--- config.mk ---
export PLATFORM = sky130hd
export DESIGN_NAME = mem_bus_arbiter
export DESIGN_NICKNAME = d
export VERILOG_FILES = /design/src/rtl/arb_pkg.sv /design/src/rtl/bus_timeout_ctr.sv /design/src/rtl/mem_bus_arbiter.sv
export SDC_FILE = /design/constraint.sdc
export NUM_CORES = 1
export LEC_CHECK = 0
export CORE_ASPECT_RATIO = 0.75
export CORE_UTILIZATION = 41
export DETAILED_ROUTE_END_ITERATION = 10
export MAX_ROUTING_LAYER = met4
export PLACE_DENSITY = 0.84
export SLEW_MARGIN = 10
export SYNTH_ARGS = -nofsm -noshare
export SYNTH_HDL_FRONTEND = slang
export SYNTH_SLANG_ARGS = --single-unit
export TNS_END_PERCENT = 1
--- constraint.sdc ---
create_clock -name clk -period 2.5 [get_ports clk]
set_clock_uncertainty 0.15 [all_clocks]
set_input_delay 0.375 -clock clk [delete_from_list [all_inputs] [get_ports clk]]
set_output_delay 0.375 -clock clk [all_outputs]
set_load 0.01 [all_outputs]
--- src/rtl/arb_pkg.sv ---
// Shared definitions for the instruction/data memory bus arbiter.
//   arbState : FSM encoding (IDLE, BUSY_I, BUSY_D, RESP)
//   arbPort  : requester identity used for round-robin and response routing
//   DEFAULT_TIMEOUT : BUSY cycles allowed without bus_ack before forced completion
package arb_pkg;

  typedef enum logic [1:0] {
    IDLE   = 2'd0,
    BUSY_I = 2'd1,
    BUSY_D = 2'd2,
    RESP   = 2'd3
  } arbState;

  typedef enum logic {
    PORT_I = 1'b0,
    PORT_D = 1'b1
  } arbPort;

  localparam int DEFAULT_TIMEOUT = 255;

endpackage

--- src/rtl/bus_timeout_ctr.sv ---
// Saturating 8-bit cycle counter guarding a bus transaction.
//   clk, rst  : clock, async active-low reset
//   clear     : zero the count (new transaction granted)
//   enable    : count this cycle (transaction in flight)
//   limit     : number of enabled cycles allowed (1..255)
//   expired   : high during the enabled cycle that uses up the limit
module bus_timeout_ctr (
  input  logic       clk,
  input  logic       rst,
  input  logic       clear,
  input  logic       enable,
  input  logic [7:0] limit,
  output logic       expired
);

  logic [7:0] count;

  always_ff @(posedge clk or negedge rst) begin
    if (!rst) begin
      count <= '0;
    end else if (clear) begin
      count <= '0;
    end else if (enable && (count != 8'hFF)) begin
      count <= count + 8'd1;
    end
  end

  // count holds the number of cycles already spent, so the current cycle is
  // number count+1; expire when that reaches the limit.
  assign expired = enable && (({1'b0, count} + 9'd1) >= {1'b0, limit});

endmodule

--- src/rtl/mem_bus_arbiter.sv ---
// Shares one SRAM-like bus between the fetch (I) and mem-stage (D) ports.
// One transaction at a time, round-robin on ties, one-cycle ready pulses,
// timeout-forced completion with err.
//   clk, rst                         : clock, async active-low reset
//   i_req/i_addr -> i_rdata/i_ready  : instruction read port
//   d_req/d_we/d_be/d_addr/d_wdata
//                -> d_rdata/d_ready  : data read/write port
//   err                              : with a ready pulse, transaction timed out
//   stall_f, stall_m                 : port waiting (to hazard unit)
//   bus_*                            : memory bus master side
//
// state  | meaning
// IDLE   | no transaction; grant on any request
// BUSY_I | instruction read on the bus, waiting for ack or timeout
// BUSY_D | data read/write on the bus, waiting for ack or timeout
// RESP   | one-cycle ready (and err) to the granted port; never grants
module mem_bus_arbiter
  import arb_pkg::*;
#(
  parameter int AW      = 32,
  parameter int DW      = 32,
  parameter int TIMEOUT = DEFAULT_TIMEOUT
) (
  input  logic            clk,
  input  logic            rst,
  input  logic            i_req,
  input  logic [AW-1:0]   i_addr,
  output logic [DW-1:0]   i_rdata,
  output logic            i_ready,
  input  logic            d_req,
  input  logic            d_we,
  input  logic [DW/8-1:0] d_be,
  input  logic [AW-1:0]   d_addr,
  input  logic [DW-1:0]   d_wdata,
  output logic [DW-1:0]   d_rdata,
  output logic            d_ready,
  output logic            err,
  output logic            stall_f,
  output logic            stall_m,
  output logic            bus_req,
  output logic            bus_we,
  output logic [DW/8-1:0] bus_be,
  output logic [AW-1:0]   bus_addr,
  output logic [DW-1:0]   bus_wdata,
  input  logic [DW-1:0]   bus_rdata,
  input  logic            bus_ack
);

  localparam logic [7:0] TimeoutLimit = 8'(TIMEOUT);

  arbState state, nextState;
  arbPort  lastGrant;
  logic    grantI, grantD, busy, expired, respErr;

  assign busy = (state == BUSY_I) || (state == BUSY_D);

  bus_timeout_ctr uTimeout (
    .clk     (clk),
    .rst     (rst),
    .clear   (grantI | grantD),
    .enable  (busy),
    .limit   (TimeoutLimit),
    .expired (expired)
  );

  always_comb begin
    nextState = state;
    grantI    = 1'b0;
    grantD    = 1'b0;
    case (state)
      IDLE: begin
        // On a tie the port that did not win last time goes first.
        if (d_req && (!i_req || (lastGrant == PORT_I))) begin
          grantD    = 1'b1;
          nextState = BUSY_D;
        end else if (i_req) begin
          grantI    = 1'b1;
          nextState = BUSY_I;
        end
      end
      BUSY_I, BUSY_D: begin
        if (bus_ack || expired) nextState = RESP;
      end
      RESP:    nextState = IDLE;
      default: nextState = IDLE;
    endcase
  end

  always_ff @(posedge clk or negedge rst) begin
    if (!rst) begin
      state     <= IDLE;
      lastGrant <= PORT_I;
      respErr   <= 1'b0;
      bus_we    <= 1'b0;
      bus_be    <= '0;
      bus_addr  <= '0;
      bus_wdata <= '0;
      i_rdata   <= '0;
      d_rdata   <= '0;
    end else begin
      state <= nextState;
      if (grantD) begin
        bus_addr  <= d_addr;
        bus_we    <= d_we;
        bus_be    <= d_be;
        bus_wdata <= d_wdata;
        lastGrant <= PORT_D;
      end else if (grantI) begin
        bus_addr  <= i_addr;
        bus_we    <= 1'b0;
        bus_be    <= '1;
        bus_wdata <= '0;
        lastGrant <= PORT_I;
      end
      if (busy) begin
        // Ack takes priority over a timeout landing in the same cycle.
        if (bus_ack) begin
          respErr <= 1'b0;
          if (state == BUSY_I)  i_rdata <= bus_rdata;
          else if (!bus_we)     d_rdata <= bus_rdata;
        end else if (expired) begin
          respErr <= 1'b1;
        end
      end
    end
  end

  assign bus_req = busy;
  assign i_ready = (state == RESP) && (lastGrant == PORT_I);
  assign d_ready = (state == RESP) && (lastGrant == PORT_D);
  assign err     = (state == RESP) && respErr;
  assign stall_f = i_req & ~i_ready;
  assign stall_m = d_req & ~d_ready;

endmodule

==> flow_summary.ini, run 1 <==
[sta]
layout_min_cycle_time_ps = 2435
rsz0062_at_grt = false
drv_slew = 0
post-route-period-util_pct = 97.41
worst_pin_slew_ps = 431.7
hold_slack_ps = 304.7
final-setup-viol-count = 0
finalHoldViolCount = 0
tns_ps = 0
fmax_ghz = 0.4107
relSlewSlack_pct = 71.11
fin_ws_ps = 64.85

[clock_network]
clockBufferDepth = 2
htree_levels = 4
clkSinkCount = 145
clk_pin_slew_ps = 60
cts_made_buffers = 17
cts_tree = done
cts-root-buf = clkbuf_16
clk_latency_ps = 410

[critical_path]
rrSetupSlack_ps = 350
worst-setup-path-type = reg -> out
cpPeakStageDelay_ps = 590
cp_max_fo = 7
worstPathRequired_ps = 1980
reg2regPathDepth = 6
worstPathArrival_ps = 1910
crit_path_top_delay_cell = clkdlybuf4s50_1
critPathLaunchType = flip-flop
end_kind = output pin
crit_chain = inv_1, ha_1, clkdlybuf4s50_1

[route]
met1_length_um = 6579
avgViaCountPerCell = 4.993
routed.top_layer = met4
num_vias = 4589
wl_um = 16160
initialDrtViolationCount = 186
first_pass_iters = 4
wl_met2_um = 8530
ant_nets = 0
drc = 0
wl_per_cell_um = 17.58
wl_met3_um = 675

[yosys]
synth_nets = 593
netlist_area_um2 = 5893
synth-edff-count = 0
synth_seq_cells = 145
ys_async_sr_fraction_pct = 100.0
synth_top_flop_cell = dfrtp_1
synth.distinct_cells = 34
synth_warnings = 0
postSynthCellCount = 450
ys_seq_area_share_pct = 61.57
synth.avg_cell_area_um2 = 13.10

[outcome]
status = complete, no violations

[layout]
fin_area_um2 = 9563
diodes = 0
layout-drive-gt1-share_pct = 15.73
final_nets = 874
fillers = 981
areaGrowthSynthToFinish_pct = 62.27

[placed_design]
dp_hpwl_um = 11890
io_buffer_count = 276
placed_cell_area_um2 = 8944
place_ws_ps = 222.7
gp_congestion = 0.8463

[power]
leakage_nw = 4.104
pwr-share-seq_pct = 33.7
p_switching_mw = 3.914
power_density_nw_per_um2 = 1258
pwr-share-comb_pct = 45.0
ir_worst_vdd_mv = 0.6909
power_frac_clock_pct = 21.3
switching_share_pct = 32.53
p_int_mw = 8.118

[global_route]
grt_antenna_before_repair = 0
grt_max_degree = 75
grtUsageTotal_pct = 23.50
grt_pass1_wl_um = 26120
grt_overflow = 0
grt_pass1_vias = 5021

[die]
core_area_um2 = 13890
num_rows = 37
initial_core_util_pct = 42.43
die_h_um = 105.8
die_x_um = 140.4
dieArea_um2 = 14860
ios = 277

[flow_run]
cap_violations = 0

[hold_path]
hold_path_class = in -> async
==> registers in the layout (all words and copies together) (netlist names) <==
signal / count
respErr: 1
i_rdata: 32
bus_addr: 32
state: 2
d_rdata: 32
bus_we: 1
bus_wdata: 32
uTimeout.count: 8
lastGrant: 1
bus_be: 4
==> synth_stat cells, types with 2 or more instances <==
library cell / count / area (um^2)
buf_1: 2 / 7.510
nand3_1: 3 / 15.01
dfrtp_1: 145 / 3628
inv_1: 6 / 22.52
buf_2: 9 / 45.04
nor2_1: 12 / 45.04
nor2b_1: 3 / 18.77
or3_1: 2 / 12.51
nand2_1: 42 / 157.7
o22a_1: 4 / 35.03
a22o_1: 33 / 289.0
a21oi_1: 4 / 20.02
nor3_1: 4 / 20.02
and2_1: 3 / 18.77
mux2_2: 64 / 720.7
xnor2_1: 6 / 52.55
mux2i_1: 35 / 350.3
ha_1: 5 / 62.56
o21ai_0: 38 / 190.2
clkbuf_1: 16 / 60.06
==> cell families (layout without fill, tap and decap cells) <==
family | Yosys count | count (layout) | synth area share, %
AOI/OAI and AO/OA | 88 | 88 | 10.45
xor gates and xnor gates | 7 | 7 | 1.040
buffers and inverters | 33 | 327 | 2.293
muxes | 99 | 99 | 18.17
DFF | 145 | 145 | 61.57
and+or+nand+nor | 73 | 73 | 5.414
adders and majority gates | 5 | 5 | 1.062
==> per-stage QoR <==
step,power [mW],cells,utilization (%)
final,12.03,919,68.86
after global routing,12.69,919,68.86
after CTS,12.16,919,68.84
after detailed placement,9.501,886,64.40
after global placement,9.265,886,64.40
after floorplan,6.422,450,-
==> cells in the final DEF, fill, tap and decap left out, drive strengths merged <==
cell type and instances:
clkdlybuf4s50 274, dfrtp 145, mux2 64, nand2 42, o21ai 39, mux2i 35
a22o 33, clkbuf 18, inv 14, buf 13, nor2 12, xnor2 6
ha 5, a21oi 4, o22a 4, nand3 4, nor3 4, and2 3
nor2b 3, or3 3, clkinvlp 2, clkinv 2, bufinv 2, a21boi 1
xor2 1, nand3b 1, a21o 1, o211ai 1, a211oi 1, o31ai 1
o21a 1, a41oi 1, a311oi 1, nor4 1, dlygate4sd3 1, dlymetal6s2s 1
==> final cells by class <==
| cell class | instances | area (um^2) | share of cell area [%] |
|---|---|---|---|
| Sequential cell | 145 | 3628 | 37.94 |
| Timing Repair Buffer | 289 | 2929 | 30.63 |
| Multi-Input combinational cell | 272 | 2157 | 22.56 |
| Clock buffer | 18 | 439.2 | 4.592 |
| Tap cell | 175 | 219.0 | 2.290 |
| Clock inverter | 14 | 167.7 | 1.753 |
| Inverter | 6 | 22.52 | 0.2355 |
==> power by group through the flow <==
stage / logic [mW] / clock network, mW / registers [mW]
after detailed placement: 5.44 / 0 / 4.06
after CTS: 5.48 / 2.63 / 4.06
final: 5.41 / 2.57 / 4.05
after global placement: 5.27 / 0 / 3.99
after global routing: 5.78 / 2.73 / 4.19
after floorplan: 1.97 / 0 / 4.45
==> path summary, 6_finish.rpt <==
path,from,to
setup reg to reg,state[0],d_rdata[2]
max in group asynchronous,rst,bus_addr[21]
hold / removal,rst,i_rdata[25]
hold reg to reg,bus_addr[15],bus_addr[15]
setup / recovery,state[0],bus_req
min in group clk,bus_addr[15],bus_addr[15]
==> worst max-delay path, delay by kind of cell (launching register included) <==
| kind | cells | cell delay (ps) |
|---|---|---|
| DFF | 1 | 380 |
| adders and majority gates | 1 | 460 |
| buffers and inverters | 2 | 660 |
==> routing by layer <==
metal | track usage (%) | vias to the layer above
met5 | - | -
met4 | 9.184 | 0
met3 | 4.453 | 27
met2 | 40.79 | 152
met1 | 27.01 | 2246
li1 | - | 2164
==> repair_timing <==
item / 4_1_cts / 5_1_grt
hold buffers: 1 / 0
setup endpoints to repair: 0 / 1
buffers inserted: 0 / 0
endpoints found under the hold margin: 42 / 0
resized for setup: 0 / 1
Note: power is estimated with default switching activity, not from simulation.
==> inputs of run 2 (changes only) <==
- CORE_AREA: not set -> 2 2 106 108
- CORE_ASPECT_RATIO: 0.75 -> not set
- CORE_UTILIZATION: 41 -> not set
- DIE_AREA: not set -> 0 0 108 110
- DONT_BUFFER_PORTS: not set -> 1
- GPL_TIMING_DRIVEN: not set -> 0
- PLACE_DENSITY: 0.84 -> 0.74
- TNS_END_PERCENT: 1 -> not set
==> flow_summary.ini, run 2 <==
[outcome]
status = stopped before the end
haltStage = clock tree synthesis (4_1_cts)
tool.error = [ERROR RSZ-0060] Max buffer count reached.

[yosys]
synth_warnings = 0
synth_nets = 593
ys_seq_area_share_pct = 61.57
synth_area_leaders = dfrtp_1 (62%), mux2_2 (12%), mux2i_1 (5.9%), a22o_1 (4.9%), o21ai_0 (3.2%)
synth-edff-count = 0
ys_async_sr_fraction_pct = 100.0
synth.avg_cell_area_um2 = 13.10
synth_most_common_cell = dfrtp_1
synth_largest_area_cell = dfrtp_1
synth.distinct_cells = 34
synth_commonest_cells = dfrtp_1 (145), mux2_2 (64), nand2_1 (42), o21ai_0 (38), mux2i_1 (35)
netlist_area_um2 = 5893
synth_seq_cells = 145
netlist.area_leader.share_pct = 61.57
postSynthCellCount = 450
synth_top_flop_cell = dfrtp_1

[placed_design]
dp.cells = 590
placed_cell_area_um2 = 6068
io_buffer_count = 0
gp_congestion = 0.8023
dp_hpwl_um = 10110

[die]
num_rows = 38
ios = 277
initial_core_util_pct = 55.09
die_h_um = 110
die_x_um = 108

[clock_network]
clkSinkCount = 145
cts_made_buffers = 17
cts-resized-gates = 2
cts_setup_buffers = 0
htree_levels = 4
clockBufferDepth = 2
cts_hold_buf = 126
cts-root-buf = clkbuf_8
-- run 2: cell counts after synthesis --
Identical to the previous run, type by type.
-- run 2: kinds of logic after synthesis --
kind of cell	after synthesis	synth area share, %
flops	145	61.57
mux	99	18.17
compound gates	88	10.45
simple gates	73	5.414
buf+inv	33	2.293
xor+xnor	7	1.040
fa+ha+maj	5	1.062
-- run 2: metrics by stage --
| step | util [%] | TNS [ps] | setup slack (ps) |
|---|---|---|---|
| 2_1_floorplan | - | 0 | 401.3 |
| 3_3_place_gp | 56.73 | -2228 | -77.59 |
| 3_5_place_dp | 56.73 | -3293 | -105.4 |
==> inputs of run 3 (changes only) <==
- CORE_AREA: 2 2 106 108 -> not set
- CORE_UTILIZATION: not set -> 40
- DIE_AREA: 0 0 108 110 -> not set
- MAX_ROUTING_LAYER: met4 -> not set
- PLACE_DENSITY: 0.74 -> not set
- PLACE_DENSITY_LB_ADDON: not set -> 0.15
==> flow_summary.ini, run 3 (same netlist as run 1, synthesis figures left out) <==
[layout]
diodes = 0
final_nets = 689
areaGrowthSynthToFinish_pct = 27.41
final_util_pct = 53.06
fin_area_um2 = 7508
layout_commonest_cell = dfrtp_1
layoutNonFillerInstCount = 738
layout.cells.most_common_list = dfrtp_1 (145), dlygate4sd3_1 (77), mux2_2 (64), nand2_1 (42), o21ai_0 (38)
layout-drive-gt1-share_pct = 20.07

[route]
wl_per_cell_um = 20.58
avgViaCountPerCell = 5.366
initialDrtViolationCount = 117
ant_nets = 0
wl_um = 15190
first_pass_iters = 4
num_vias = 3960
drc = 0

[sta]
tns_ps = 0
post-route-period-util_pct = 94.79
layout_min_cycle_time_ps = 2370
final-setup-viol-count = 0
hold_slack_ps = -491.7
fmax_ghz = 0.4220
relSlewSlack_pct = 65.25
fin_ws_ps = 130.2
rsz0062_at_grt = false
drv_slew = 0
finalHoldViolCount = 145
worst_pin_slew_ps = 521.2

[critical_path]
critPathLaunchType = flip-flop
rrSetupSlack_ps = 130
worstPathRequired_ps = 2630
r2r_end = bus_addr[31]
end_kind = flip-flop
worst-setup-path-type = reg -> reg
cp_max_fo = 10
reg2regPathDepth = 6
worstPathArrival_ps = 2500
reg2reg_from = lastGrant

[power]
switching_share_pct = 35.22
power_density_nw_per_um2 = 1306
leakage_nw = 3.328
ir_worst_vdd_mv = 0.5672
pwr-share-comb_pct = 25.6
p_int_mw = 6.354
power_mw = 9.810
p_switching_mw = 3.455
power_frac_clock_pct = 26.0
pwr-share-seq_pct = 48.4

[die]
num_rows = 43
die_h_um = 123.4
core_area_um2 = 14150
ios = 277
die_x_um = 123.4
dieArea_um2 = 15220
initial_core_util_pct = 41.65

[placed_design]
io_buffer_count = 0
dp.cells = 630
gp_congestion = 0.7558
placed_cell_area_um2 = 6118
dp_hpwl_um = 10520
place_ws_ps = -238.8

[clock_network]
htree_levels = 4
clkSinkCount = 145
clockBufferDepth = 2
clk_latency_ps = 410
cts_hold_buf = 77
cts_made_buffers = 17
cts_tree = done
cts-root-buf = clkbuf_16
clk_pin_slew_ps = 60

[global_route]
grt_pass1_vias = 4206
grt_pass1_wl_um = 22510
grt_overflow = 0
grtUsageTotal_pct = 20.23
grt_antenna_before_repair = 0
grt_max_degree = 146

[outcome]
status = complete, but fails checks
violations = hold timing

[hold_path]
hold_path_class = in -> async

[flow_run]
cap_violations = 0
run 3: metal layers:
metal,vias to the layer above,global-route usage (%),share of wire (%)
met5,-,0,0
met4,0,8.133,1.6
met3,18,7.841,9.4
met2,173,35.44,53
met1,1983,21.78,36
li1,1786,-,-
run 3: final cells by class:
| class | count | area [um^2] |
|---|---|---|
| sequential | 145 | 3628 |
| fill | 1196 | 6641 |
| clock buffer | 22 | 464.2 |
| inverter | 6 | 22.52 |
| buffer | 27 | 120.1 |
| multi-input combinational | 272 | 2145 |
| clock inverter | 9 | 132.6 |
| tap | 180 | 225.2 |
| timing repair buffer | 77 | 770.7 |
run 3: timing repair:
action	CTS	global route
setup endpoints to repair	44	74
pin swaps	0	0
resized for setup	2	7
hold endpoints to repair	252	145
setup buffers	0	0
run 3: worst max-delay path: stages (launching register included):
cell and delay [ps]:
dfrtp_1 400, a21boi_0 150, clkbuf_1 320, clkbuf_4 340
mux2i_1 220, dlygate4sd3_1 580, o21ai_0 70
run 3: worst max-delay path by stage:
| stage | end | depth (start not counted) | start |
|---|---|---|---|
| global route | d_rdata[7] | 6 | state[0] |
| floorplan | d_rdata[10] | 6 | state[0] |
| finish | bus_addr[31] | 6 | lastGrant |
| global placement | d_rdata[3] | 6 | state[0] |
| CTS | d_rdata[18] | 6 | state[0] |
| detailed placement | d_rdata[18] | 6 | state[0] |
run 3: power groups by stage:
stage / Sequential, mW / Combinational, mW / Clock, mW
2_1_floorplan: 4.45 / 1.97 / 0
3_3_place_gp: 4.78 / 2.31 / 0
3_5_place_dp: 4.77 / 2.42 / 0
4_1_cts: 4.76 / 2.53 / 2.61
5_1_grt: 4.90 / 2.81 / 2.71
6_report: 4.75 / 2.51 / 2.55
